--- config.mk ---
export PLATFORM = sky130hd
export DESIGN_NAME = jtopl_dac_ser
export DESIGN_NICKNAME = d
export VERILOG_FILES = /design/src/rtl/jtopl_dac_ser.sv
export SDC_FILE = /design/constraint.sdc
export NUM_CORES = 1
export LEC_CHECK = 0
export ABC_CLOCK_PERIOD_IN_PS = 1420
export BUFFER_PORTS_ARGS = -buffer_cell sky130_fd_sc_hd__buf_4
export CAP_MARGIN = 10
export CORE_MARGIN = 4
export CORE_UTILIZATION = 35
export CTS_CLUSTER_DIAMETER = 30
export DETAILED_ROUTE_END_ITERATION = 8
export SLEW_MARGIN = 25
export SYNTH_ARGS = -nofsm -noshare
export SYNTH_HDL_FRONTEND = slang
export SYNTH_SLANG_ARGS = --single-unit
--- constraint.sdc ---
create_clock -name clk -period 1.42 [get_ports clk]
set_input_delay 0.071 -clock clk [delete_from_list [all_inputs] [get_ports clk]]
set_output_delay 0.071 -clock clk [all_outputs]
set_load 0.1 [all_outputs]
--- src/rtl/jtopl_dac_ser.sv ---
// Serialiser from the accumulator's 13-bit signed sample to a YM3014-style
// float word (PAD zeros, 10-bit mantissa LSB first, 3-bit exponent LSB first).
module jtopl_dac_ser #(
  parameter int PAD = 3
) (
  input  logic               clk,
  input  logic               rst,
  input  logic               cenop,
  input  logic signed [12:0] snd,
  input  logic               zero,
  output logic               mo,
  output logic               sync,
  output logic               busy,
  output logic [9:0]         mant,
  output logic [2:0]         expo
);

  localparam int N  = PAD + 13;
  localparam int CW = (N > 1) ? $clog2(N) : 1;

  typedef enum logic {
    IDLE,
    SHIFT
  } state_t;

  state_t        state_q, state_d;
  logic [N-1:0]  sr_q, sr_d;
  logic [CW-1:0] cnt_q, cnt_d;
  logic [9:0]    mant_q, mant_d;
  logic [2:0]    expo_q, expo_d;
  logic [9:0]    mant_c;
  logic [2:0]    expo_c;
  logic          last;

  // Pick the smallest exponent whose window still holds the sign bit;
  // dropping low bits of a two's complement value is a floor shift.
  always_comb begin
    mant_c = snd[12:3];
    expo_c = 3'd4;
    if (&snd[12:9] || ~|snd[12:9]) begin
      mant_c = snd[9:0];
      expo_c = 3'd1;
    end else if (&snd[12:10] || ~|snd[12:10]) begin
      mant_c = snd[10:1];
      expo_c = 3'd2;
    end else if (snd[12] == snd[11]) begin
      mant_c = snd[11:2];
      expo_c = 3'd3;
    end
  end

  assign last = (state_q == SHIFT) && (cnt_q == CW'(N - 1));

  always_comb begin
    state_d = state_q;
    sr_d    = sr_q;
    cnt_d   = cnt_q;
    mant_d  = mant_q;
    expo_d  = expo_q;
    if (cenop) begin
      if (zero) begin
        state_d = SHIFT;
        sr_d    = N'({expo_c, mant_c}) << PAD;
        cnt_d   = '0;
        mant_d  = mant_c;
        expo_d  = expo_c;
      end else if (state_q == SHIFT) begin
        if (last) begin
          state_d = IDLE;
          sr_d    = '0;
          cnt_d   = '0;
        end else begin
          sr_d  = sr_q >> 1;
          cnt_d = cnt_q + CW'(1);
        end
      end
    end
  end

  always_ff @(posedge clk or posedge rst) begin
    if (rst) begin
      state_q <= IDLE;
      sr_q    <= '0;
      cnt_q   <= '0;
      mant_q  <= '0;
      expo_q  <= '0;
    end else begin
      state_q <= state_d;
      sr_q    <= sr_d;
      cnt_q   <= cnt_d;
      mant_q  <= mant_d;
      expo_q  <= expo_d;
    end
  end

  // The shift register is cleared whenever IDLE is entered, so mo idles low.
  assign mo   = sr_q[0];
  assign busy = (state_q == SHIFT);
  assign sync = last;
  assign mant = mant_q;
  assign expo = expo_q;

endmodule

==> results.py, run 1 <==
metrics = {
    "run_status": {
        "status": "finished with violations",
        "violations": "negative setup slack",
    },
    "power_and_ir_drop": {
        "p_sw_w": 0.001355,
        "total_power_w": 0.003329,
        "p_leak_nw": 1.244,
        "powerDensity_nw_per_um2": 1184,
        "power_frac_seq_pct": 37.8,
        "intPower_w": 0.001974,
        "p_sw_share_pct": 40.70,
        "max-vdd-ir-drop_mv": 0.4554,
        "power_frac_clock_pct": 22.4,
        "p_comb_share_pct": 39.8,
    },
    "detailed_routing": {
        "drt-vias-per-instance": 5.549,
        "vias": 1881,
        "post_drt_wl_per_cell_um": 15.94,
        "postRouteWirelength_um": 5405,
        "first_pass_iters": 4,
        "final_antenna_net_count": 0,
        "drt_iter0_markers": 136,
        "drc_errors": 0,
    },
    "floorplan": {
        "fp-row-count": 26,
        "die_y_um": 82.85,
        "dieArea_um2": 6863,
        "pin_count": 33,
        "core_area_um2": 5270,
        "fp.dieW_um": 82.85,
        "initial_core_util_pct": 37.20,
    },
    "worst_setup_path": {
        "slowest_delay_ns": 0.39,
        "worstSetupStartpointType": "flip-flop",
        "critPathKind": "reg2out",
        "r2r_end": "sr_q[5]",
        "worstPathRequired_ns": 1.35,
        "cp_slowest_cell": "dfrtp_1",
        "crit_chain": "ha_2 -> and3_4 -> buf_6 -> and2_4 -> buf_12",
        "r2r_slack_ns": -0.07,
        "crit_path_end_kind": "output pin",
        "cp_max_fo": 2,
        "r2r-start": "cnt_q[0]",
        "ff2ff_path_depth": 7,
        "worstPathArrival_ns": 1.46,
    },
    "clock_tree": {
        "htree_levels": 2,
        "clk_pin_slew_ns": 0.07,
        "cts_root_buf": "clkbuf_8",
        "numCtsBuffers": 5,
        "clockBufferDepth": 2,
        "clock-sinks": 34,
        "clk-insertion-delay-late_ns": 0.28,
        "tritoncts": "yes",
    },
    "yosys": {
        "synth_seq_cells": 34,
        "yosysWarnings": 0,
        "syn_nets": 235,
        "syn-mean-instance-area_um2": 9.205,
        "synth_cell_types": 41,
        "ys_seq_area_share_pct": 43.40,
        "synth_area_um2": 1961,
        "synth_cells": 213,
    },
    "placement": {
        "place_congestion": 0.8262,
        "placed_cells": 327,
        "buffer_ports.inserted": 32,
        "post-dp-hpwl_um": 3890,
        "post-place-ws_ns": -0.1974,
    },
    "timing": {
        "min_period_ns": 1.535,
        "timing_worst_slew_pin_value_ns": 0.4355,
        "setup_viol": 14,
        "finClkSkew_ns": 0.004337,
        "hold_viol_final": 0,
        "slew_viol_final": 0,
        "relSlewSlack_pct": 70.96,
        "rsz0062_at_grt": "true",
        "fin_crit_sh_pct": 108.1,
        "clock.fmax_mhz": 651.7,
        "fin_ws_ns": -0.1145,
    },
    "final_layout": {
        "drive_gt1_share_pct": 37.55,
        "final_cells": 339,
        "utilization_pct": 53.35,
        "layout_common_cells": "buf_4, nand2_1, dfrtp_1",
        "nets": 290,
        "fillers": 505,
        "layout_commonest_cell": "buf_4",
        "syn_to_final_growth_pct": 43.40,
        "num_antenna_cells": 0,
    },
    "global_route": {
        "grt_pass1_wl_um": 9508,
        "grt_overflow": 0,
        "grt_use_total_pct": 16.36,
        "antenna_found_initial": 0,
        "grt_max_degree": 23,
        "grt_pass1_vias": 1942,
    },
    "min_path": {
        "hp-class": "in2reg",
        "min_to": "mant[0]",
        "min_path_cells": 3,
        "hp-start": "snd[0]",
    },
    "run": {
        "cap_viol_max_count": 0,
    },
}
==> metal layers <==
metal / part of all wire (%) / track usage [%] / routed length [um]
met4: 1.4 / 5.349 / 74
met3: 3.8 / 2.970 / 205
met1: 46 / 21.97 / 2483
met5: 0 / 0 / 0
met2: 49 / 26.60 / 2642
==> worst max-delay path by stage <==
stage / startpoint / endpoint / slack (ns)
after floorplan: busy / sr_q[4] / -0.10
after global placement: snd[11] / sr_q[11] / -0.14
after detailed placement: snd[11] / sr_q[11] / -0.20
after CTS: cnt_q[0] / sync / -0.12
after global routing: cnt_q[0] / sr_q[5] / -0.16
final: cnt_q[1] / sync / -0.11
==> final cells by class <==
type                       count  area [um2]  area share [%]
clock buffer                   7       86.33           3.071
clock inverter                 1       5.005          0.1780
timing repair buffer          65       580.6           20.65
tap                           70       87.58           3.115
multi-input combinational    158        1182           42.06
sequential                    34       854.6           30.40
inverter                       4       15.01          0.5340
==> flip-flops by register name (all words and copies together), names as in the netlist <==
register / cells
expo: 3
busy: 1
mant: 10
sr_q: 16
cnt_q: 4
==> Yosys cell counts (all sizes together) <==
cell | instances | share of area [%]
a21o | 1 | 0.38
a21oi | 6 | 1.7
a221oi | 8 | 3.6
a22o | 5 | 2.2
a22oi | 1 | 0.38
a2bb2oi | 1 | 0.45
a31oi | 10 | 3.2
a41oi | 8 | 3.6
and2 | 4 | 1.4
and2b | 1 | 0.38
and3 | 3 | 0.96
buf | 6 | 2.5
clkbuf | 11 | 2.1
dfrtp | 34 | 43
ha | 5 | 3.2
inv | 4 | 0.77
mux2 | 2 | 1.1
mux2i | 8 | 4.1
nand2 | 35 | 6.7
nand2b | 1 | 0.32
nand3 | 12 | 3.1
nand3b | 1 | 0.38
nor2 | 16 | 3.1
nor2b | 1 | 0.32
nor3 | 1 | 0.26
nor3b | 1 | 0.38
o211ai | 9 | 3.4
o21a | 1 | 0.38
o21ai | 8 | 2.2
o21bai | 1 | 0.38
o221a | 2 | 1.1
o31ai | 1 | 0.38
o32a | 1 | 0.51
o32ai | 1 | 0.45
or2b | 1 | 0.38
or3 | 1 | 0.32
or3b | 1 | 0.45
==> kinds of logic after synthesis <==
group	Yosys count	share of synthesized area, %
and+or+nand+nor	79	18.38
AOI/OAI and AO/OA	64	24.44
DFF	34	43.40
buffers and inverters	21	5.360
muxes	10	5.233
adders and majority gates	5	3.191
==> power groups by stage <==
stage          combinational (W)  sequential (W)  clock (W)
2_1_floorplan           0.000422         0.00172          0
6_report                 0.00133         0.00126   0.000745
4_1_cts                  0.00128         0.00124   0.000770
5_1_grt                  0.00142         0.00128   0.000804
3_5_place_dp             0.00125         0.00125          0
3_3_place_gp             0.00124         0.00125          0
==> per-stage QoR <==
stage          setup TNS [ns]  instance area [um2]  hold WS [ns]
3_5_place_dp           -2.251                 2522        0.1010
5_1_grt                -1.653                 2811       0.09032
6_report              -0.6005                 2811       0.08079
3_3_place_gp           -1.678                 2522       0.08057
4_1_cts               -0.6077                 2719       0.06836
2_1_floorplan         -0.9476                 2051        0.2126
==> timing repair <==
action / in CTS / in global routing
hold endpoints to repair: 6 / 0
hold buffers: 1 / 0
setup buffers: 3 / 2
gates resized for setup: 15 / 16
setup endpoints to repair: 14 / 17
pin swaps: 6 / 8
==> worst max-delay path, delay by kind of cell (launching register included) <==
family,cells,cell delay [ns]
flip-flops,1,0.39
AND/OR/NAND/NOR,2,0.34
buffers and inverters,2,0.27
adder cells (fa/ha/maj),1,0.19
No activity file was read; power rests on OpenSTA's default activity.
==> inputs of run 2 (changes only) <==
--- a/config.mk
+++ b/config.mk
@@ -5,13 +5,15 @@
 export SDC_FILE = /design/constraint.sdc
 export NUM_CORES = 1
 export LEC_CHECK = 0
-export ABC_CLOCK_PERIOD_IN_PS = 1420
+export ABC_CLOCK_PERIOD_IN_PS = 1650
 export BUFFER_PORTS_ARGS = -buffer_cell sky130_fd_sc_hd__buf_4
 export CAP_MARGIN = 10
+export CORE_ASPECT_RATIO = 0.5
 export CORE_MARGIN = 4
 export CORE_UTILIZATION = 35
 export CTS_CLUSTER_DIAMETER = 30
 export DETAILED_ROUTE_END_ITERATION = 8
+export RECOVER_POWER = 100
 export SLEW_MARGIN = 25
 export SYNTH_ARGS = -nofsm -noshare
 export SYNTH_HDL_FRONTEND = slang
==> constraint.sdc (replaced) <==
create_clock -name clk -period 1.65 [get_ports clk]
set_input_delay 0.0825 -clock clk [delete_from_list [all_inputs] [get_ports clk]]
set_output_delay 0.0825 -clock clk [all_outputs]
set_load 0.1 [all_outputs]
==> run 2 against run 1 <==
Against the previous run:
- the flow now finishes without violations
- via count down 2.6%
- setup slack improved by 0.18 ns
- register-to-register slack gained 0.19 ns
- sequential cell count did not move
- total power shrank 16%
- count of clock-buffer cells in the layout is 2 lower
- worst hold slack lost 0.015 ns
- sequential power shrank 16%
- clock power is 4.4% higher
- utilization decreased by 5.8 points
- critical path type unchanged
- critical endpoint unchanged
- largest power group is now sequential cells
==> results.py, run 2 (synthesis gave the netlist of run 1 again) <==
metrics = {
    "floorplan": {
        "fp-row-count": 18,
        "pin_count": 33,
        "initial_core_util_pct": 38.02,
        "fp.dieW_um": 113.8,
        "die_y_um": 60.93,
        "dieArea_um2": 6936,
        "core_area_um2": 5157,
    },
    "min_path": {
        "hp-class": "in2reg",
        "min_to": "mant[0]",
        "min_path_cells": 3,
        "hp-start": "snd[0]",
    },
    "detailed_routing": {
        "first_pass_iters": 4,
        "drt-vias-per-instance": 5.620,
        "final_antenna_net_count": 0,
        "vias": 1832,
        "drc_errors": 0,
        "drt_iter0_markers": 130,
        "postRouteWirelength_um": 5081,
        "post_drt_wl_per_cell_um": 15.59,
    },
    "timing": {
        "relSlewSlack_pct": 59.02,
        "fin_ws_ns": 0.06699,
        "fin_crit_sh_pct": 95.94,
        "timing_worst_slew_pin_value_ns": 0.6146,
        "rsz0062_at_grt": "false",
        "clock.fmax_mhz": 631.7,
        "finClkSkew_ns": 0.007631,
        "setup_viol": 0,
        "slew_viol_final": 0,
        "whs_ns": 0.06616,
        "min_period_ns": 1.583,
        "hold_viol_final": 0,
    },
    "clock_tree": {
        "clockBufferDepth": 2,
        "clk_pin_slew_ns": 0.07,
        "clk-insertion-delay-late_ns": 0.30,
        "tritoncts": "yes",
        "cts_root_buf": "clkbuf_8",
        "clock-sinks": 34,
        "htree_levels": 2,
        "numCtsBuffers": 5,
    },
    "worst_setup_path": {
        "slowest_delay_ns": 0.39,
        "ff2ff_path_depth": 7,
        "worstPathRequired_ns": 1.57,
        "crit_chain": "ha_2 -> and3_4 -> clkbuf_4 -> and2_4 -> buf_12",
        "crit_path_end_kind": "output pin",
        "r2r-start": "cnt_q[0]",
        "critPathKind": "reg2out",
        "critPathTopFamily": "flip-flops",
        "r2r_slack_ns": 0.12,
        "cp_max_fo": 2,
        "cp_num_buf_inv": 2,
        "worstPathArrival_ns": 1.50,
        "r2r_end": "sr_q[5]",
        "cp_slowest_cell": "dfrtp_1",
        "worstSetupStartpointType": "flip-flop",
    },
    "final_layout": {
        "syn_to_final_growth_pct": 25.08,
        "fillers": 517,
        "largest_reg_flops": 16,
        "utilization_pct": 47.55,
        "drive_gt1_share_pct": 25.78,
        "largest-register": "sr_q",
        "num_antenna_cells": 0,
        "nets": 277,
        "layout_commonest_cell": "nand2_1",
        "ff_latch_area_um2": 850.8,
        "layout_common_cells": "nand2_1, dfrtp_1, buf_4",
        "multi_input_area_um2": 1031,
    },
    "power_and_ir_drop": {
        "p_leak_nw": 1.108,
        "max-vdd-ir-drop_mv": 0.4415,
        "powerDensity_nw_per_um2": 1143,
    },
    "global_route": {
        "grt_use_total_pct": 16.45,
        "grt_max_degree": 23,
        "grt_pass1_vias": 1747,
        "grt_overflow": 0,
        "grt_pass1_wl_um": 8838,
        "antenna_found_initial": 0,
    },
    "placement": {
        "place_congestion": 0.8286,
        "buffer_ports.inserted": 32,
        "post-dp-hpwl_um": 3698,
        "post-place-ws_ns": -0.01175,
    },
    "run_status": {
        "status": "complete, no violations",
    },
    "run": {
        "cap_viol_max_count": 0,
    },
}
==> run 2: area by class of cell <==
cell class	instances	share of cell area [%]
timing repair buffer	52	14.64
sequential	34	34.69
clock buffer	5	2.806
inverter	4	0.6122
multi-input combinational	158	42.04
clock inverter	3	1.633
tap	70	3.571
==> run 2: power breakdown <==
group / leakage (nW) / internal (W) / switching [W]
clock network: 0.0579 / 0.000445 / 0.000333
logic: 0.646 / 0.000266 / 0.000705
registers: 0.404 / 0.000967 / 0.0000885
total: 1.11 / 0.00168 / 0.00113
==> run 2: repair_timing <==
| item | in CTS | in global routing |
|---|---|---|
| hold buffers | 1 | 0 |
| setup buffers | 3 | 0 |
| endpoints found under the setup margin | 1 | 2 |
| gates resized for setup | 6 | 2 |
| pin swaps | 1 | 1 |
| hold endpoints to repair | 10 | 0 |
==> run 2: stage by stage <==
stage	area, um2	TNS (ns)	total power (W)	cells
after floorplan	1984	0	0.001818	213
after global placement	2351	0	0.002058	314
after detailed placement	2351	-0.01175	0.002077	314
after CTS	2512	0	0.002870	326
after global routing	2452	0	0.002944	326
final	2452	0	0.002804	326
==> run 2: worst reg2reg max path, stage by stage, from the launching register on <==
cell and delay, ns:
dfrtp_1 0.39, ha_2 0.19, and3_4 0.17, buf_4 0.14, nor2_2 0.15, buf_12 0.14
a221oi_1 0.07, a41oi_1 0.18
==> run 2: layer usage <==
layer  vias to the layer above  part of all wire [%]  GRT usage, %
li1                        875                     -             -
met5                         -                     0             0
met3                         9                   5.3         3.884
met1                       899                    49         23.97
met4                         0                   1.9         7.445
met2                        49                    44         23.18
==> run 2: worst max path at each step <==
stage / from / end / slack, ns / cells after the start
CTS: cnt_q[0] / sync / 0.01 / 5
global placement: snd[11] / sr_q[11] / 0.05 / 7
floorplan: busy / sr_q[3] / 0.04 / 5
finish: cnt_q[0] / sync / 0.07 / 5
detailed placement: snd[12] / sr_q[11] / -0.01 / 7
global route: cnt_q[0] / sr_q[2] / 0.01 / 6
